===== src/rtl/pwm_duty_slew_pkg.sv =====
// Shared types for the PWM duty slew stage: FSM state constants and the debug view
// through which the FSM state is exposed.
package pwm_duty_slew_pkg;

    typedef logic [0:0] slew_state_t;

    localparam slew_state_t IDLE = 1'b0;
    localparam slew_state_t RAMP = 1'b1;

    typedef struct packed {
        slew_state_t state;
        logic        pend_v;
    } slew_dbg_t;

endpackage


===== src/rtl/pwm_duty_step.sv =====
// Combinational next-duty calculation: moves duty toward target by at most step,
// or lands exactly on target (done) when step is 0 or the remaining distance fits.
module pwm_duty_step #(
    parameter int DW     = 4,
    parameter int STEP_W = DW
) (
    input  logic [DW-1:0]     duty,
    input  logic [DW-1:0]     target,
    input  logic [STEP_W-1:0] step,
    output logic [DW-1:0]     nxt,
    output logic              done
);

    // Wide enough for target-duty (DW+1 bits) and an unsigned step, plus a sign bit.
    localparam int CW = ((DW + 1 > STEP_W) ? DW + 1 : STEP_W) + 1;

    logic signed [CW-1:0] duty_w;
    logic signed [CW-1:0] tgt_w;
    logic signed [CW-1:0] step_w;
    logic signed [CW-1:0] diff_w;
    logic signed [CW-1:0] mag_w;
    logic signed [CW-1:0] sum_w;

    always_comb begin
        duty_w = {{(CW-DW){duty[DW-1]}}, duty};
        tgt_w  = {{(CW-DW){target[DW-1]}}, target};
        step_w = {{(CW-STEP_W){1'b0}}, step};
        diff_w = tgt_w - duty_w;
        mag_w  = diff_w[CW-1] ? -diff_w : diff_w;
        done   = (step == '0) || (mag_w <= step_w);
        sum_w  = diff_w[CW-1] ? (duty_w - step_w) : (duty_w + step_w);
        // When not done the partial step stays strictly between duty and target, so it fits DW bits.
        nxt    = done ? target : DW'(sum_w);
    end

endmodule


===== src/rtl/pwm_duty_slew.sv =====
// Slews a signed PWM duty toward a target by at most `step` per PWM period (on `co`),
// holding one queued target. Optional kill input enabled by the PWM_SLEW_KILL_EN macro.
module pwm_duty_slew
    import pwm_duty_slew_pkg::*;
#(
    parameter int DW     = 4,
    parameter int STEP_W = DW
) (
    input  logic              clk,
    input  logic              rst,
    input  logic [DW-1:0]     tgt,
    input  logic              tgt_valid,
    output logic              tgt_ready,
    input  logic [STEP_W-1:0] step,
    input  logic              co,
`ifdef PWM_SLEW_KILL_EN
    input  logic              kill,
`endif
    output logic [DW-1:0]     duty,
    output logic              settled
);

    logic [DW-1:0] duty_q, duty_d;
    logic [DW-1:0] target_q, target_d;
    logic [DW-1:0] pend_q, pend_d;
    logic          pend_v_q, pend_v_d;
    slew_state_t   state_q, state_d;

    logic          kill_w;
    logic          accept;
    logic [DW-1:0] step_nxt;
    logic          step_done;
    slew_dbg_t     dbg;

`ifdef PWM_SLEW_KILL_EN
    assign kill_w = kill;
`else
    assign kill_w = 1'b0;
`endif

    // Handshake: a word transfers on a cycle where tgt_valid and tgt_ready are both high;
    // ready depends only on registered state, reset and kill, never on tgt_valid.
    assign tgt_ready = rst & ~pend_v_q & ~kill_w;
    assign accept    = tgt_valid & tgt_ready;

    pwm_duty_step #(
        .DW     (DW),
        .STEP_W (STEP_W)
    ) u_step (
        .duty   (duty_q),
        .target (target_q),
        .step   (step),
        .nxt    (step_nxt),
        .done   (step_done)
    );

    always_comb begin
        duty_d   = duty_q;
        target_d = target_q;
        pend_d   = pend_q;
        pend_v_d = pend_v_q;
        state_d  = state_q;
        if (kill_w) begin
            duty_d   = '0;
            target_d = '0;
            pend_v_d = 1'b0;
            state_d  = IDLE;
        end else begin
            case (state_q)
                IDLE: begin
                    if (pend_v_q) begin
                        target_d = pend_q;
                        pend_v_d = 1'b0;
                        state_d  = RAMP;
                    end else if (accept && (tgt != duty_q)) begin
                        target_d = tgt;
                        state_d  = RAMP;
                    end
                end
                default: begin
                    if (accept) begin
                        pend_d   = tgt;
                        pend_v_d = 1'b1;
                    end
                    // Accept and a pending-promotion never coincide: accept needs pend_v_q low.
                    if (co) begin
                        duty_d = step_nxt;
                        if (step_done) begin
                            if (pend_v_q) begin
                                target_d = pend_q;
                                pend_v_d = 1'b0;
                            end else begin
                                state_d = IDLE;
                            end
                        end
                    end
                end
            endcase
        end
    end

    always_ff @(posedge clk) begin
        if (!rst) begin
            duty_q   <= '0;
            target_q <= '0;
            pend_q   <= '0;
            pend_v_q <= 1'b0;
            state_q  <= IDLE;
        end else begin
            duty_q   <= duty_d;
            target_q <= target_d;
            pend_q   <= pend_d;
            pend_v_q <= pend_v_d;
            state_q  <= state_d;
        end
    end

    assign dbg     = '{state: state_q, pend_v: pend_v_q};
    assign duty    = duty_q;
    assign settled = (dbg.state == IDLE) & ~dbg.pend_v;

endmodule


===== config.mk =====
export PLATFORM = sky130hd
export DESIGN_NAME = pwm_duty_slew
export DESIGN_NICKNAME = d
export VERILOG_FILES = /design/src/rtl/pwm_duty_slew_pkg.sv /design/src/rtl/pwm_duty_step.sv /design/src/rtl/pwm_duty_slew.sv
export SDC_FILE = /design/constraint.sdc
export NUM_CORES = 1
export LEC_CHECK = 0
export ABC_AREA = 1
export ABC_CLOCK_PERIOD_IN_PS = 7600
export BUFFER_PORTS_ARGS = -buffer_cell sky130_fd_sc_hd__buf_2
export CORE_MARGIN = 2
export CORE_UTILIZATION = 61
export CTS_CLUSTER_SIZE = 16
export DETAILED_ROUTE_END_ITERATION = 10
export GPL_TIMING_DRIVEN = 1
export HOLD_SLACK_MARGIN = 0.1
export PLACE_DENSITY = 0.88
export REMOVE_ABC_BUFFERS = 1
export SLEW_MARGIN = 15
export SYNTH_ARGS = -nofsm -noshare
export SYNTH_HDL_FRONTEND = slang
export SYNTH_SLANG_ARGS = --single-unit

===== constraint.sdc =====
create_clock -name clk -period 7.6 [get_ports clk]
set_clock_uncertainty 0.15 [all_clocks]
set_input_delay 0.76 -clock clk [delete_from_list [all_inputs] [get_ports clk]]
set_output_delay 0.76 -clock clk [all_outputs]
set_load 0.02 [all_outputs]

==> run metrics, run 1 <==
final antenna-violating net count 0; portion of the clock cycle consumed by the worst path in the final layout 40.95%; fraction of synthesis flops using an asynchronous set or reset pin 0%; Placer Congestion 0.8680; detail-routed net length per standard cell 11.32 um; Detailed Route WL 2626 um; total power divided by cell area 203.7 nW/um^2; clk root buf clkbuf_4; unrepaired setup endpoints after global routing no; number of enable flip-flop cells after synthesis 0; r2r setup slk 4.49 ns; cell with the most instances on the worst path ha_1; busiest layer in global routing met2; Max IR drop VDD 0.1481 mV; CP arrival 3.14 ns; Reg clk slew, reported paths 0.08 ns; top cells by area, synth dfxtp_1, ha_1, nand2_1; critical path class flop to flop; static leakage power 0.7009 nW; number of vias in the routed layout 1,231; Gate Count Post-Synth 187; most frequent cell after synthesis nand2_1; # H-tree levels 1; CTS tree done; met3 usage in global routing 4.545%; per-instance average area after synthesis 6.885 um^2; startpoint types flop; number of setup violations in the final report 0; number of ports placed on the die boundary 18; top cell type by total area after synthesis dfxtp_1; violation count after the first detailed-routing iteration 35; Total Die Area 2494 um^2; storage element area 280.3 um^2; setup fix buffers added after clock tree synthesis 0; Longest Clk Path Bufs 2; f_max 321.4 MHz; layout overhead on the synthesized area 10.40%; max_slew headroom 72.91%; number of remaining DRC errors 0; CTS-repair resized insts 0; Critical Path End target_q[3]; ordered cell list for the critical path ha_1 > fa_1 > ha_1 > a21oi_1 > xor2_1 > inv_1 > ha_1 > nand2_1 > o21ai_0 > nand2_2 > nand2_4 > nand2_4 > nand3_2 > nand2_2 > nor2_1 > nor2_1; number of distinct library cells after synthesis 26; clock sink count 14; Hold Crit Start pend_q[3]; Placed Instance Area 1385 um^2; final critical-path required period 3.112 ns; leading cell types by count after synthesis nand2_1, inv_1, nand3_1; number of warnings printed during yosys synthesis 0; status completed; width of the die 49.94 um; delay of the slowest critical-path stage 0.48 ns; global router's overall resource usage 23.53%; required time of the critical path 7.63 ns; Antenna diodes 0; worst min-delay path category flop to flop; Pins Over Slew Limit 0; clock buffer count from CTS 3; number of cells traversed by the worst register-to-register path 16; vias in the first global route 1,129; reported max-cap violation count 0; flip-flop and latch count after synthesis 14; final hold vios 0; first-pass GRT wire length 4664 um; total of buffers placed on input and output ports 17; portion of the post-synthesis area used by sequential elements 21.77%; Max FO, Critical Path 7; setup_tns 0 ns; number of buffers inserted for hold repair after clock tree synthesis 0; clock network latency to the later pin of the worst-skew pair 0.28 ns; overall die height 49.94 um; GR met1 Demand/Resource 33.21%; Most used DFF post-synth dfxtp_1; area share of the leading cell type in the synthesized netlist 21.77%; first element of the critical path duty[0]; Least-Margin Pin Slew 0.4058 ns; fill count 176; area taken by multi-input logic gates 880.8 um^2; worst reg2reg endpoint target_q[3]; fraction of final layout cells with drive strength greater than 1 18.05%; maximum number of pins on one net before global-route repair 12; detailed-routing iteration count for the pre-antenna-repair pass 4; number of antenna violations at the first check in global routing 0; Detailed Place HPWL 2164 um; Synth Cell Area 1287 um^2; floorplan core area 1982 um^2; row cnt 16; slowest stage cell, crit path fa_1; starting utilization of the core area 64.96%; Total Nets Final 233; global route overflow 0; area of all placed cells without fillers 1421 um^2; met2 capacity usage during global routing 38.22%; vias per cell 5.306; r2r startpoint duty[0]; type of element capturing the critical path flop
-- worst min path at each step --
stage / cells after the start / endpoint / slack, ns
after floorplan: 2 / pend_q[3] / 0.28
after global placement: 2 / pend_q[3] / 0.29
after detailed placement: 2 / pend_q[3] / 0.30
after CTS: 2 / pend_q[3] / 0.31
after global routing: 2 / pend_q[3] / 0.34
final: 2 / pend_q[3] / 0.32
-- stage by stage --
| step | hold WS [ns] | utilization (%) | worst slack (ns) | power (mW) | std cells |
|---|---|---|---|---|---|
| finish | 0.3154 | 71.72 | 4.488 | 0.2895 | 232 |
| global placement | 0.2924 | 69.89 | 4.597 | 0.2329 | 228 |
| CTS | 0.3144 | 71.72 | 4.485 | 0.2901 | 232 |
| global route | 0.3430 | 71.72 | 4.179 | 0.3168 | 232 |
| floorplan | 0.2794 | - | 4.642 | 0.2062 | 184 |
| detailed placement | 0.3033 | 69.89 | 4.505 | 0.2374 | 228 |
-- registers in the layout, summed over array words and instances, names as in the netlist --
register,cells
state_q,1
pend_q,4
pend_v_q,1
duty,4
target_q,4
-- layout make-up --
type / instances / share of cell area (%)
Inverter: 28 / 7.394
Tap cell: 27 / 2.377
Clock buffer: 4 / 2.553
Multi-Input combinational cell: 142 / 61.97
Sequential cell: 14 / 19.72
Timing Repair Buffer: 17 / 5.986
-- worst max-delay path: cells and delay by family, from the launching register on --
family / cells / cell delay, ns
fa+ha+maj: 4 / 1.22
flops: 1 / 0.44
simple gates: 8 / 0.65
xor+xnor: 1 / 0.16
compound gates: 2 / 0.35
buf+inv: 1 / 0.05
-- logic make-up (layout without fill, tap and decap cells) --
family / Yosys count / count (layout) / share of synthesized area (%)
fa+ha+maj: 15 / 15 / 15.74
flops: 14 / 14 / 21.77
buf+inv: 31 / 49 / 9.814
xor+xnor: 8 / 8 / 5.442
simple gates: 93 / 93 / 35.38
mux: 3 / 3 / 2.332
compound gates: 23 / 23 / 9.524
-- report_power, final --
part	internal, mW	switching, mW	total, mW
Combinational	0.0578	0.0945	0.152
Clock	0.0291	0.0231	0.0522
Sequential	0.0782	0.00667	0.0849
Total	0.165	0.124	0.289
-- placed cells by master, fill, tap and decap left out --
cell,n
xor2_1,4
buf_2,17
nand3_1,21
a21oi_1,16
ha_1,13
xnor2_1,4
nand2_2,7
nand2_1,39
nand3b_1,1
o21ai_2,1
mux2i_1,3
and3_1,1
nand3_2,2
nor2_1,13
nand4_1,5
o21ai_0,5
clkinv_1,1
inv_2,1
nand2_4,2
dfxtp_1,14
clkbuf_4,3
a21oi_2,1
nor2_2,1
nand3_4,1
fa_1,2
inv_1,26
clkbuf_8,1
-- routing by layer --
metal | wire (um) | vias up | part of all wire [%]
li1 | - | 645 | -
met1 | 1345 | 561 | 51
met2 | 1192 | 25 | 45
met3 | 88 | 0 | 3.4
met4 | 0 | 0 | 0
met5 | 0 | - | 0
No activity file was read; power rests on OpenSTA's default activity.
==> inputs of run 2 (changes only) <==
- ABC_CLOCK_PERIOD_IN_PS: 7600 -> 2920
- CORE_UTILIZATION: 61 -> 57
- PLACE_DENSITY: 0.88 -> 0.83
- clock period: 7.6 -> 2.92 ns (I/O delays scaled with it)
==> run 2 against run 1 <==
Compared with the run above: non-clock buffer count increased by 8; worst setup slack got worse by 4.4 ns; utilization increased by 3.4 points; worst hold slack got worse by 0.16 ns; sequential share of layout area decreased by 2.4 points; critical path depth increased by 2; first-iteration DRC count decreased by 8.6%; global-route usage increased by 1.5 points; critical endpoint is now duty[2]; largest power group unchanged; highest routed layer is now met4.
==> run metrics, run 2 (synthesized netlist as in run 1, its figures left out) <==
status completed (unchanged); setup_tns 0 ns (unchanged); row cnt 17 (was 16); layout overhead on the synthesized area 26.53% (was 10.40%); post-layout total power 904.3 uW (was 289.5 uW); type of element capturing the critical path flop (unchanged); clk root buf clkbuf_4 (unchanged); detail-routed net length per standard cell 12.90 um (was 11.32 um); max_slew headroom 72.65% (was 72.91%); Inst Count DP 236 (was 228); clock buffer count from CTS 3 (unchanged); startpoint types flop (unchanged); total power divided by cell area 555.1 nW/um^2 (was 203.7 nW/um^2); final hold vios 0 (unchanged); routed length on met1 1251 um (was 1345 um); vias in the first global route 1,212 (was 1,129); Placed Instance Area 1439 um^2 (was 1385 um^2); # H-tree levels 1 (unchanged); detailed-routing iteration count for the pre-antenna-repair pass 4 (unchanged); Least-Margin Pin Slew 0.4060 ns (was 0.4058 ns); overall die height 51.53 um (was 49.94 um); width of the die 51.53 um (was 49.94 um); reported max-cap violation count 0 (unchanged); number of ports placed on the die boundary 18 (unchanged); f_max 353.7 MHz (was 321.4 MHz); worst reg2reg endpoint duty[2] (was target_q[3]); area of all placed cells without fillers 1629 um^2 (was 1421 um^2); CTS tree done (unchanged); number of setup violations in the final report 0 (unchanged); maximum number of pins on one net before global-route repair 12 (unchanged); critical path class flop to flop (unchanged); highest layer used for signal routing met4 (was met3); Reg clk slew, reported paths 0.09 ns (was 0.08 ns); net switching component of the power 391.2 uW (was 124.3 uW); Total Die Area 2655 um^2 (was 2494 um^2); dpl ws -0.2044 ns (was 4.505 ns); number of vias in the routed layout 1,297 (was 1,231); WL met2 1706 um (was 1192 um); fill count 172 (was 176); first-pass GRT wire length 4954 um (was 4664 um); final critical-path required period 2.827 ns (was 3.112 ns); Max FO, Critical Path 4 (was 7); Detailed Route WL 3109 um (was 2626 um); total of buffers placed on input and output ports 17 (unchanged); fraction of final layout cells with drive strength greater than 1 32.86% (was 18.05%); number of cells traversed by the worst register-to-register path 18 (was 16); Placer Congestion 0.7917 (was 0.8680); crit path setup slack, layout 0.09313 ns (was 4.488 ns); proportion of power drawn by flip-flops and latches 24.2% (was 29.3%); non-filler instance count after layout 241 (was 232); number of antenna violations at the first check in global routing 0 (unchanged); global route overflow 0 (unchanged); violation count after the first detailed-routing iteration 32 (was 35); r2r setup slk 0.09 ns (was 4.49 ns); Longest Clk Path Bufs 2 (unchanged); worst min-delay path category input port to flop (was flop to flop); Antenna diodes 0 (unchanged); r2r startpoint target_q[0] (was duty[0]); required time of the critical path 2.99 ns (was 7.63 ns); CP arrival 2.90 ns (was 3.14 ns); Detailed Place HPWL 2470 um (was 2164 um); Post-Route Hold Slack 0.1599 ns (was 0.3154 ns); fraction of power consumed by combinational cells 60.4% (was 52.6%); Max IR drop VDD 0.3769 mV (was 0.1481 mV); floorplan core area 2170 um^2 (was 1982 um^2); Hold Crit Start rst (was pend_q[3]); global router's overall resource usage 25.03% (was 23.53%); Total Nets Final 241 (was 233); most common library cell in the layout ignoring fill and taps nand2_1 (unchanged); most used cells in the layout excluding fill and tap cells nand2_1, inv_1, nand3_1 (unchanged); vias per cell 5.382 (was 5.306); clock sink count 14 (unchanged); number of remaining DRC errors 0 (unchanged); Pint 513.2 uW (was 165.2 uW); final antenna-violating net count 0 (unchanged); clock power share 15.4% (was 18.0%); portion of the clock cycle consumed by the worst path in the final layout 96.81% (was 40.95%); switching share of power 43.26% (was 42.93%); Pins Over Slew Limit 0 (unchanged); static leakage power 0.7585 nW (was 0.7009 nW); met3 wire length 98 um (was 88 um); Min-Delay Path Depth 3 (was 2); clock network latency to the later pin of the worst-skew pair 0.29 ns (was 0.28 ns); starting utilization of the core area 59.34% (was 64.96%); Post-Route Utilization 75.09% (was 71.72%); Worst Hold Endpoint pend_v_q (was pend_q[3])
-- run 2: area by class of cell --
class	count	area [um^2]	area share, %
multi-input combinational	142	1021	62.67
sequential	14	282.8	17.36
timing repair buffer	25	148.9	9.140
inverter	28	105.1	6.452
clock buffer	4	36.28	2.227
tap	28	35.03	2.151
-- run 2: worst max-delay path by stage --
stage | start | to | slack, ns | depth (start not counted)
floorplan | duty[0] | target_q[1] | -0.04 | 16
detailed placement | target_q[0] | target_q[0] | -0.20 | 19
global placement | target_q[0] | duty[3] | 0.01 | 20
CTS | target_q[0] | target_q[0] | 0.006 | 16
finish | target_q[0] | duty[2] | 0.09 | 18
global route | target_q[0] | duty[3] | -0.02 | 19
-- run 2: what timing repair did --
action / CTS / global route
setup endpoints to repair: 10 / 10
buffers inserted: 0 / 1
hold buffers: 0 / 0
pin swaps: 7 / 16
endpoints found under the hold margin: 0 / 0
gates resized for setup: 16 / 17
-- run 2: critical path, stage by stage (launching register included) --
cell     delay [ns]
dfxtp_2        0.35
inv_2          0.05
ha_4           0.15
fa_2           0.34
inv_1          0.08
nand2_2        0.08
nand2_2        0.09
nand3_1        0.08
nand2_2        0.09
xor2_2         0.22
ha_4           0.25
a21oi_2        0.16
o21ai_2        0.08
nand2_2        0.07
nand2_4        0.07
buf_4          0.14
nand3_1        0.07
nand3_1        0.10
a21oi_1        0.13
-- run 2: metal layers --
layer | up-vias | GRT usage (%)
met5 | - | 0
met4 | 0 | 10.53
met3 | 6 | 2.874
met2 | 32 | 49.36
met1 | 596 | 26.27
li1 | 663 | -
-- run 2: power groups by stage --
stage / Combinational [mW] / Sequential [mW] / Clock [mW]
after floorplan: 0.311 / 0.226 / 0
after global placement: 0.404 / 0.220 / 0
after detailed placement: 0.431 / 0.221 / 0
after CTS: 0.482 / 0.217 / 0.142
after global routing: 0.596 / 0.220 / 0.153
final: 0.547 / 0.219 / 0.139
==> inputs of run 3 (changes only) <==
- RECOVER_POWER: not set -> 25
==> run 3 against run 2 <==
Compared with the run above: critical path depth stayed put; routed wire length is essentially flat; power hardly changed; design area about the same.
==> run metrics, run 3 (synthesized netlist as in run 1, its figures left out) <==
most used cells in the layout excluding fill and tap cells nand2_1, inv_1, nand3_1 (unchanged); slowest stage cell, crit path dfxtp_2 (unchanged); floorplan core area 2170 um^2 (unchanged); row cnt 17 (unchanged); vias in the first global route 1,212 (unchanged); required time of the critical path 2.99 ns (about the same); vias per cell 5.353 (was 5.382); maximum number of pins on one net before global-route repair 12 (unchanged); Detailed Route WL 3111 um (was 3109 um); detail-routed net length per standard cell 12.91 um (was 12.90 um); status completed (unchanged); ordered cell list for the critical path inv_2 > ha_4 > fa_2 > inv_1 > nand2_2 > nand2_2 > nand3_1 > nand2_2 > xor2_2 > ha_4 > a21oi_2 > o21ai_2 > nand2_2 > nand2_4 > buf_4 > nand3_1 > nand3_1 > a21oi_1 (unchanged); number of ports placed on the die boundary 18 (unchanged); Worst Path Buf+Inv 3 (unchanged); clock sink count 14 (unchanged); # H-tree levels 1 (unchanged); clk root buf clkbuf_4 (unchanged); Least-Margin Pin Slew 0.4075 ns (was 0.4060 ns); Detailed Place HPWL 2470 um (unchanged); worst min-delay path category input port to flop (unchanged); detailed-routing iteration count for the pre-antenna-repair pass 4 (unchanged); Reg clk slew, reported paths 0.09 ns (about the same); total power divided by cell area 555.2 nW/um^2 (was 555.1 nW/um^2); Placer Congestion 0.7917 (unchanged); type of element capturing the critical path flop (unchanged); fraction of power consumed by combinational cells 60.5% (was 60.4%); startpoint types flop (unchanged); starting utilization of the core area 59.34% (unchanged); Total Nets Final 241 (unchanged); Pint 512.6 uW (was 513.2 uW); setup_tns 0 ns (unchanged); Antenna diodes 0 (unchanged); switching share of power 43.28% (was 43.26%); final antenna-violating net count 0 (unchanged); Worst path top cell family by delay adder cells (unchanged); critical path class flop to flop (unchanged); final hold vios 0 (unchanged); first-pass GRT wire length 4954 um (unchanged); static leakage power 0.7539 nW (was 0.7585 nW); global route overflow 0 (unchanged); Total Die Area 2655 um^2 (unchanged); fraction of final layout cells with drive strength greater than 1 31.92% (was 32.86%); clock network latency to the later pin of the worst-skew pair 0.29 ns (about the same); layout overhead on the synthesized area 26.43% (was 26.53%); Pins Over Slew Limit 0 (unchanged); f_max 353.9 MHz (was 353.7 MHz); final critical-path required period 2.826 ns (was 2.827 ns); clock buffer count from CTS 3 (unchanged); number of remaining DRC errors 0 (unchanged); number of antenna violations at the first check in global routing 0 (unchanged); delay of the slowest critical-path stage 0.35 ns (about the same); number of vias in the routed layout 1,290 (was 1,297); portion of the clock cycle consumed by the worst path in the final layout 96.78% (was 96.81%); width of the die 51.53 um (unchanged); overall die height 51.53 um (unchanged); Post-Route Hold Slack 0.1588 ns (was 0.1599 ns); violation count after the first detailed-routing iteration 42 (was 32); number of setup violations in the final report 0 (unchanged); CTS tree done (unchanged); most common library cell in the layout ignoring fill and taps nand2_1 (unchanged); reported max-cap violation count 0 (unchanged); Max IR drop VDD 0.3765 mV (was 0.3769 mV); cell with the most instances on the worst path nand2_2 (unchanged); Max FO, Critical Path 4 (unchanged); clock power share 15.4% (about the same); max_slew headroom 72.55% (was 72.65%); Post-Route Utilization 75.03% (was 75.09%); total of buffers placed on input and output ports 17 (unchanged); net switching component of the power 391.2 uW (about the same); proportion of power drawn by flip-flops and latches 24.2% (about the same); CP arrival 2.89 ns (was 2.90 ns); Longest Clk Path Bufs 2 (unchanged); global router's overall resource usage 25.03% (unchanged)
[run 3: final cells by class]
type	instances	area (um^2)
Sequential cell	14	282.8
Inverter	28	105.1
Multi-Input combinational cell	142	1021
Fill cell	173	541.8
Clock buffer	4	36.28
Timing Repair Buffer	25	147.6
Tap cell	28	35.03
[run 3: worst paths after layout]
check / cells past startpoint / from / slack [ns] / endpoint
min: 3 / tgt[1] / 0.16 / pend_q[1]
max reg2reg: 18 / target_q[0] / 0.09 / duty[2]
max: 18 / target_q[0] / 0.09 / duty[2]
min reg2reg: 2 / pend_q[3] / 0.32 / pend_q[3]
[run 3: per-stage QoR]
stage	total power [mW]	setup WS, ns	instance area, um^2	instances
after floorplan	0.5366	-0.03777	1266	184
after global placement	0.6243	0.01174	1439	236
final	0.9038	0.09397	1628	241
after global routing	0.9694	-0.02044	1628	241
after CTS	0.8404	0.005885	1535	240
after detailed placement	0.6514	-0.2044	1439	236
[run 3: tightest hold or removal path, delay by kind of cell]
| family | cells | cell delay [ns] |
|---|---|---|
| simple gates | 1 | 0.08 |
| buf+inv | 1 | 0.12 |
| compound gates | 1 | 0.06 |
[run 3: repair_timing]
item	in CTS	in global routing
endpoints found under the setup margin	10	10
setup buffers	0	1
gates cloned	0	0
gates resized for setup	16	17
pin swaps	7	16
hold buffers	0	0
[run 3: layer usage]
layer / GRT usage (%) / up-vias / part of all wire (%)
li1: - / 664 / -
met1: 26.27 / 597 / 41
met2: 49.36 / 23 / 55
met3: 2.874 / 6 / 2.5
met4: 10.53 / 0 / 1.7
met5: 0 / - / 0
[run 3: power by group through the flow]
| stage | combinational (mW) | clock, mW | sequential [mW] |
|---|---|---|---|
| final | 0.546 | 0.139 | 0.218 |
| after global routing | 0.596 | 0.153 | 0.220 |
| after CTS | 0.482 | 0.142 | 0.217 |
| after detailed placement | 0.431 | 0 | 0.221 |
| after global placement | 0.404 | 0 | 0.220 |
| after floorplan | 0.311 | 0 | 0.226 |
